--- src/rtl/sisc_ctrl_mc.sv ---
// sisc_ctrl_mc: multi-cycle control unit for the SISC processor.
// Sequences fetch/decode/execute/memory/writeback and drives the datapath strobes.
// Optional feature: define CTRL_SWP_EN to enable the two-cycle SWP writeback (WB then WB2).
// Without it, SWP behaves as NOOP and WB2 is never entered.
module sisc_ctrl_mc #(
  parameter int unsigned OPW = 4,
  parameter int unsigned STW = 4,
  parameter int unsigned TMO = 15
) (
  input  logic           clk,
  input  logic           rst_f,
  input  logic [OPW-1:0] opcode,
  input  logic [OPW-1:0] mm,
  input  logic [STW-1:0] stat,
  input  logic           mem_rdy,
  output logic           mem_req,
  output logic           mem_we,
  output logic           rf_we,
  output logic           br_sel,
  output logic           pc_sel,
  output logic           ir_load,
  output logic           pc_write,
  output logic           pc_rst,
  output logic           rb_sel,
  output logic [1:0]     wb_sel,
  output logic [1:0]     alu_op,
  output logic           halted,
  output logic           err,
  output logic [3:0]     state
);

  typedef enum logic [3:0] {
    StStart0  = 4'd0,
    StStart1  = 4'd1,
    StFetch   = 4'd2,
    StDecode  = 4'd3,
    StExecute = 4'd4,
    StMem     = 4'd5,
    StWb      = 4'd6,
    StWb2     = 4'd7,
    StHalt    = 4'd8
  } state_e;

  localparam logic [OPW-1:0] OpLod = OPW'(1);
  localparam logic [OPW-1:0] OpStr = OPW'(2);
  localparam logic [OPW-1:0] OpSwp = OPW'(3);
  localparam logic [OPW-1:0] OpBra = OPW'(4);
  localparam logic [OPW-1:0] OpBrr = OPW'(5);
  localparam logic [OPW-1:0] OpBne = OPW'(6);
  localparam logic [OPW-1:0] OpBnr = OPW'(7);
  localparam logic [OPW-1:0] OpAlu = OPW'(8);
  localparam logic [OPW-1:0] OpHlt = OPW'(15);
  localparam logic [OPW-1:0] MmImm = OPW'(8);

  localparam int unsigned MW = (OPW > STW) ? OPW : STW;
  localparam logic [7:0]  TmoCnt = 8'(TMO);

  state_e     state_q, state_d;
  logic [7:0] cnt_q, cnt_d;
  logic       err_q, err_d;

  logic is_lod, is_str, is_swp, is_alu, is_hlt;
  logic is_bra, is_brr, is_bne, is_bnr, is_br;
  logic flag_hit, br_taken, mem_tmo;
  logic [MW-1:0] hit_vec;
  logic [1:0] alu_mode;

  assign is_lod = (opcode == OpLod);
  assign is_str = (opcode == OpStr);
  assign is_swp = (opcode == OpSwp);
  assign is_alu = (opcode == OpAlu);
  assign is_hlt = (opcode == OpHlt);
  assign is_bra = (opcode == OpBra);
  assign is_brr = (opcode == OpBrr);
  assign is_bne = (opcode == OpBne);
  assign is_bnr = (opcode == OpBnr);
  assign is_br  = is_bra | is_brr | is_bne | is_bnr;

  assign hit_vec  = MW'(stat) & MW'(mm);
  assign flag_hit = |hit_vec;
  assign br_taken = ((is_bra | is_brr) & flag_hit) | ((is_bne | is_bnr) & ~flag_hit);
  // Timeout only fires when the memory is still not ready with the count at its limit.
  assign mem_tmo  = ~mem_rdy & (cnt_q == TmoCnt);
  assign alu_mode = is_alu ? ((mm == MmImm) ? 2'b01 : 2'b00) : 2'b10;

  // State, wait counter and sticky error register.
  always_ff @(posedge clk or negedge rst_f) begin
    if (!rst_f) begin
      state_q <= StStart1;
      cnt_q   <= '0;
      err_q   <= 1'b0;
    end else begin
      state_q <= state_d;
      cnt_q   <= cnt_d;
      err_q   <= err_d;
    end
  end

  // Next-state, wait counting and timeout detection.
  always_comb begin
    state_d = state_q;
    cnt_d   = '0;
    err_d   = err_q;
    case (state_q)
      StStart0: state_d = StStart1;
      StStart1: state_d = StFetch;
      StFetch: begin
        if (mem_rdy) begin
          state_d = StDecode;
        end else if (mem_tmo) begin
          state_d = StHalt;
          err_d   = 1'b1;
        end else begin
          cnt_d = cnt_q + 8'd1;
        end
      end
      StDecode: state_d = is_hlt ? StHalt : StExecute;
      StExecute: begin
        if (is_br) begin
          state_d = StFetch;
        end else if (is_lod || is_str) begin
          state_d = StMem;
        end else if (is_alu) begin
          state_d = StWb;
`ifdef CTRL_SWP_EN
        end else if (is_swp) begin
          state_d = StWb;
`endif
        end else begin
          state_d = StFetch;
        end
      end
      StMem: begin
        if (mem_rdy) begin
          state_d = is_str ? StFetch : StWb;
        end else if (mem_tmo) begin
          state_d = StHalt;
          err_d   = 1'b1;
        end else begin
          cnt_d = cnt_q + 8'd1;
        end
      end
`ifdef CTRL_SWP_EN
      StWb:  state_d = is_swp ? StWb2 : StFetch;
`else
      StWb:  state_d = StFetch;
`endif
      StWb2: state_d = StFetch;
      StHalt: state_d = StHalt;
      default: state_d = StStart0;
    endcase
  end

  // Output decode from present state and inputs; reset forces only pc_rst.
  always_comb begin
    mem_req  = 1'b0;
    mem_we   = 1'b0;
    rf_we    = 1'b0;
    br_sel   = 1'b0;
    pc_sel   = 1'b0;
    ir_load  = 1'b0;
    pc_write = 1'b0;
    pc_rst   = 1'b0;
    rb_sel   = 1'b0;
    wb_sel   = 2'b00;
    alu_op   = 2'b10;
    if (!rst_f) begin
      pc_rst = 1'b1;
    end else begin
      case (state_q)
        StStart0, StStart1: begin
          pc_rst = 1'b1;
          pc_sel = 1'b1;
          br_sel = 1'b1;
        end
        StFetch: begin
          mem_req = 1'b1;
          if (mem_rdy) begin
            ir_load  = 1'b1;
            pc_write = 1'b1;
          end
        end
        StExecute: begin
          alu_op = alu_mode;
          br_sel = is_bra | is_bne;
          if (is_br && br_taken) begin
            pc_write = 1'b1;
            pc_sel   = 1'b1;
          end
        end
        StMem: begin
          mem_req = 1'b1;
          mem_we  = is_str;
        end
        StWb: begin
          alu_op = alu_mode;
          rf_we  = is_alu | is_lod | is_swp;
          wb_sel = is_lod ? 2'b01 : (is_swp ? 2'b10 : 2'b00);
        end
        StWb2: begin
          rb_sel = 1'b1;
          rf_we  = 1'b1;
        end
        default: ;
      endcase
    end
  end

  assign halted = (state_q == StHalt);
  assign err    = err_q;
  assign state  = state_q;

endmodule

--- config.mk ---
export PLATFORM = sky130hd
export DESIGN_NAME = sisc_ctrl_mc
export DESIGN_NICKNAME = d
export VERILOG_FILES = /design/src/rtl/sisc_ctrl_mc.sv
export SDC_FILE = /design/constraint.sdc
export NUM_CORES = 1
export LEC_CHECK = 0
export ABC_AREA = 1
export CAP_MARGIN = 20
export CORE_MARGIN = 10
export CORE_UTILIZATION = 48
export CTS_CLUSTER_DIAMETER = 40
export DETAILED_ROUTE_END_ITERATION = 7
export PLACE_DENSITY = 0.84
export SYNTH_ARGS = -nofsm -noshare
export SYNTH_HDL_FRONTEND = slang
export SYNTH_SLANG_ARGS = --single-unit
--- constraint.sdc ---
create_clock -name clk -period 2.9 [get_ports clk]
set_input_delay 0.58 -clock clk [delete_from_list [all_inputs] [get_ports clk]]
set_output_delay 0.58 -clock clk [all_outputs]
set_load 0.005 [all_outputs]
==> impl_metrics.py, run 1 <==
metrics = {
    "die": {
        "dieArea_um2": 4300,
        "fp-row-count": 16,
        "die_width_um": 65.6,
        "ios": 34,
        "die_h_um": 65.6,
        "start_util_pct": 50.8,
        "core_um2": 1960,
    },
    "synthesis": {
        "synth_cell_types": 25,
        "synth-simple-area-share_pct": 48.0,
        "ys_ff_latch": 13,
        "ys_warn_count": 0,
        "synth-adder-area-share_pct": 1.26,
        "yosysSeqAreaShare_pct": 32.8,
        "yosys-top-cells-area": "dfrtp_1, nand2_1, nand3_1",
        "synth_area_per_cell_um2": 6.68,
        "synth_nets": 165,
        "synth.cell_area_um2": 996,
        "synth_area_leader_cell": "dfrtp_1",
        "yosys.area_share.xor_xnor_pct": 3.52,
        "synth_compound_area_share_pct": 5.90,
        "synth_top_area_share_pct": 30.2,
        "synth.area.mux_share_pct": 0,
        "synth_top_family_by_area": "simple AND/OR/NAND/NOR gates",
        "synthCells": 149,
    },
    "placed_design": {
        "placed_cell_area_um2": 1380,
        "dp_hpwl_um": 2340,
        "gp_congestion": 0.969,
        "numPortBuffers": 33,
    },
    "route": {
        "dr.pass1.iters": 4,
        "drc": 0,
        "avgRoutedWirePerCell_um": 12.4,
        "wirelength_um": 2680,
        "route.vias.total": 1078,
        "vias_per_cell": 4.99,
        "postRouteAntennaNets": 0,
        "drtIter0Drc": 34,
    },
    "global_routing": {
        "grt_pass1_wl_um": 4870,
        "grtUsageTotal_pct": 13.9,
        "grt_pass1_vias": 1086,
        "grt_remaining_overflow": 0,
        "antenna_found_initial": 0,
        "grt_max_degree": 10,
    },
    "job": {
        "max-cap-violations": 0,
    },
    "critical_path": {
        "required_ps": 2320,
        "worstSetupPathType": "input pin to output port",
        "cp-startpoint": "opcode[2]",
        "worst_path_most_repeated_cell": "clkdlybuf4s50_1",
        "r2r_setup_slack_ps": 1500,
        "timing.critical_path.buf_inv": 2,
        "cp-end-kind": "output port",
        "cp_top_family": "buffers and inverters",
        "slowest_stage": "clkdlybuf4s50_1",
        "max_stage_delay_ps": 540,
        "start_kind": "input pin",
        "crit_arrival_ps": 2170,
        "path_max_fanout": 5,
        "worstReg2RegStart": "state[0]",
        "path_cells": "clkdlybuf4s50_1, nor2_1, nand3_1, nor3_1, clkdlybuf4s50_1",
    },
    "layout": {
        "final_area_um2": 1410,
        "fillers": 174,
        "area_growth_pct": 41.5,
        "multi_input_area_um2": 584,
        "nets": 206,
        "antenna_cells": 0,
        "final_layout_size_suffix_gt1_share_pct": 14.8,
        "regArea_um2": 327,
        "layout.core_utilization_pct": 71.8,
    },
    "timing": {
        "fin_crit_sh_pct": 94.7,
        "setup_viol": 0,
        "fin_skew_ps": 5.95,
        "worst_slew_pin_slew_ps": 335,
        "period_needed_ps": 2750,
        "rsz0062_at_grt": "false",
        "hold_viol_final": 0,
        "relSlewSlack_pct": 77.6,
        "timing_max_transition_violations_final": 0,
        "max_freq_ghz": 0.364,
        "tns_ps": 0,
    },
    "clocking": {
        "clockBufferDepth": 2,
        "post_cts_resized": 0,
        "cts_buffers": 3,
        "clockRootBuffer": "clkbuf_4",
        "htreeDepth": 1,
        "cts_tree": "built",
        "cts.sink_count": 13,
        "post_cts.repair.setup_buffers": 0,
        "cts_hold_buffers": 0,
        "clk_latency_ps": 280,
        "path_clk_slew_ps": 70,
    },
    "pwr": {
        "power_per_cell_area_nw_per_um2": 585,
        "power_leakage_nw": 0.662,
        "peakVddDrop_v": 0.000369,
    },
    "min_path": {
        "hp-start": "cnt_q[0]",
        "hp-class": "flop to flop",
    },
    "outcome": {
        "outcome": "finished clean",
    },
}
-- metal layers --
layer  part of all wire [%]  routed length [µm]  GRT usage, %
met5                      0                   0             0
met4                    1.6                  44          5.88
met3                    4.6                 122          2.88
met2                     52                1380          25.4
met1                     42                1130          15.2
-- where the power goes --
part	switching (W)	internal [W]	leakage (nW)
logic	0.000251	0.000203	0.472
registers	0.0000413	0.000216	0.175
clock network	0.0000607	0.0000535	0.0150
-- cell usage after synthesis, drive strengths merged --
cell / instances
xor2: 2
dfstp: 1
nand3b: 2
dfrtp: 12
nand4: 2
ha: 1
nand2: 37
nor3: 3
xnor2: 2
a31oi: 1
o211ai: 1
nand3: 19
a21oi: 2
o21bai: 2
o21ai: 4
nor2: 36
inv: 22
-- metrics by stage --
stage	total power, W	instances	setup WS (ps)	hold slack, ps
5_1_grt	0.000901	216	31.3	487
6_report	0.000825	216	153	469
4_1_cts	0.000837	216	157	473
2_1_floorplan	0.000526	149	1250	284
3_3_place_gp	0.000713	212	155	454
3_5_place_dp	0.000719	212	170	461
-- layout by cell type, fill, tap and decap left out, types with 3 or more instances in the layout --
cell             instances
inv_1                   16
nand3_1                 19
dfrtp_1                 12
buf_4                    3
inv_2                    5
nor2_1                  25
nand2_1                 33
nor3_1                   3
o21ai_0                  3
clkbuf_4                 3
nor2_2                   9
clkdlybuf4s50_1         33
-- cell families (layout without fill, tap and decap cells) --
| family | count (synthesis) | in the layout |
|---|---|---|
| AO/OA/AOI/OAI | 10 | 10 |
| XOR/XNOR | 4 | 4 |
| adder cells (fa/ha/maj) | 1 | 1 |
| buffers and inverters | 22 | 62 |
| flip-flops | 13 | 13 |
| AND/OR/NAND/NOR | 99 | 99 |
-- registers in the layout (all words and copies together) (netlist names) --
signal,cells
cnt_q,8
state,4
err,1
-- worst paths after layout --
kind | cells past startpoint | end
min | 1 | cnt_q[0]
max in group asynchronous | 2 | state[0]
min reg2reg | 1 | cnt_q[0]
max | 5 | mem_we
min in group asynchronous | 2 | state[1]
max reg2reg | 8 | cnt_q[4]
-- layout make-up --
cell class | instances | share of cell area, %
sequential | 13 | 23.2
multi-input combinational | 114 | 41.5
clock buffer | 4 | 1.87
timing repair buffer | 36 | 25.0
inverter | 22 | 6.04
tap | 27 | 2.40
Note: power is estimated with default switching activity, not from simulation.
==> inputs of run 2 (changes only) <==
--- a/config.mk
+++ b/config.mk
@@ -15,3 +15,4 @@
 export SYNTH_ARGS = -nofsm -noshare
 export SYNTH_HDL_FRONTEND = slang
 export SYNTH_SLANG_ARGS = --single-unit
+export TNS_END_PERCENT = 1
==> results of run 2 <==
Final layout, timing and power as in run 1 (identical DEF).
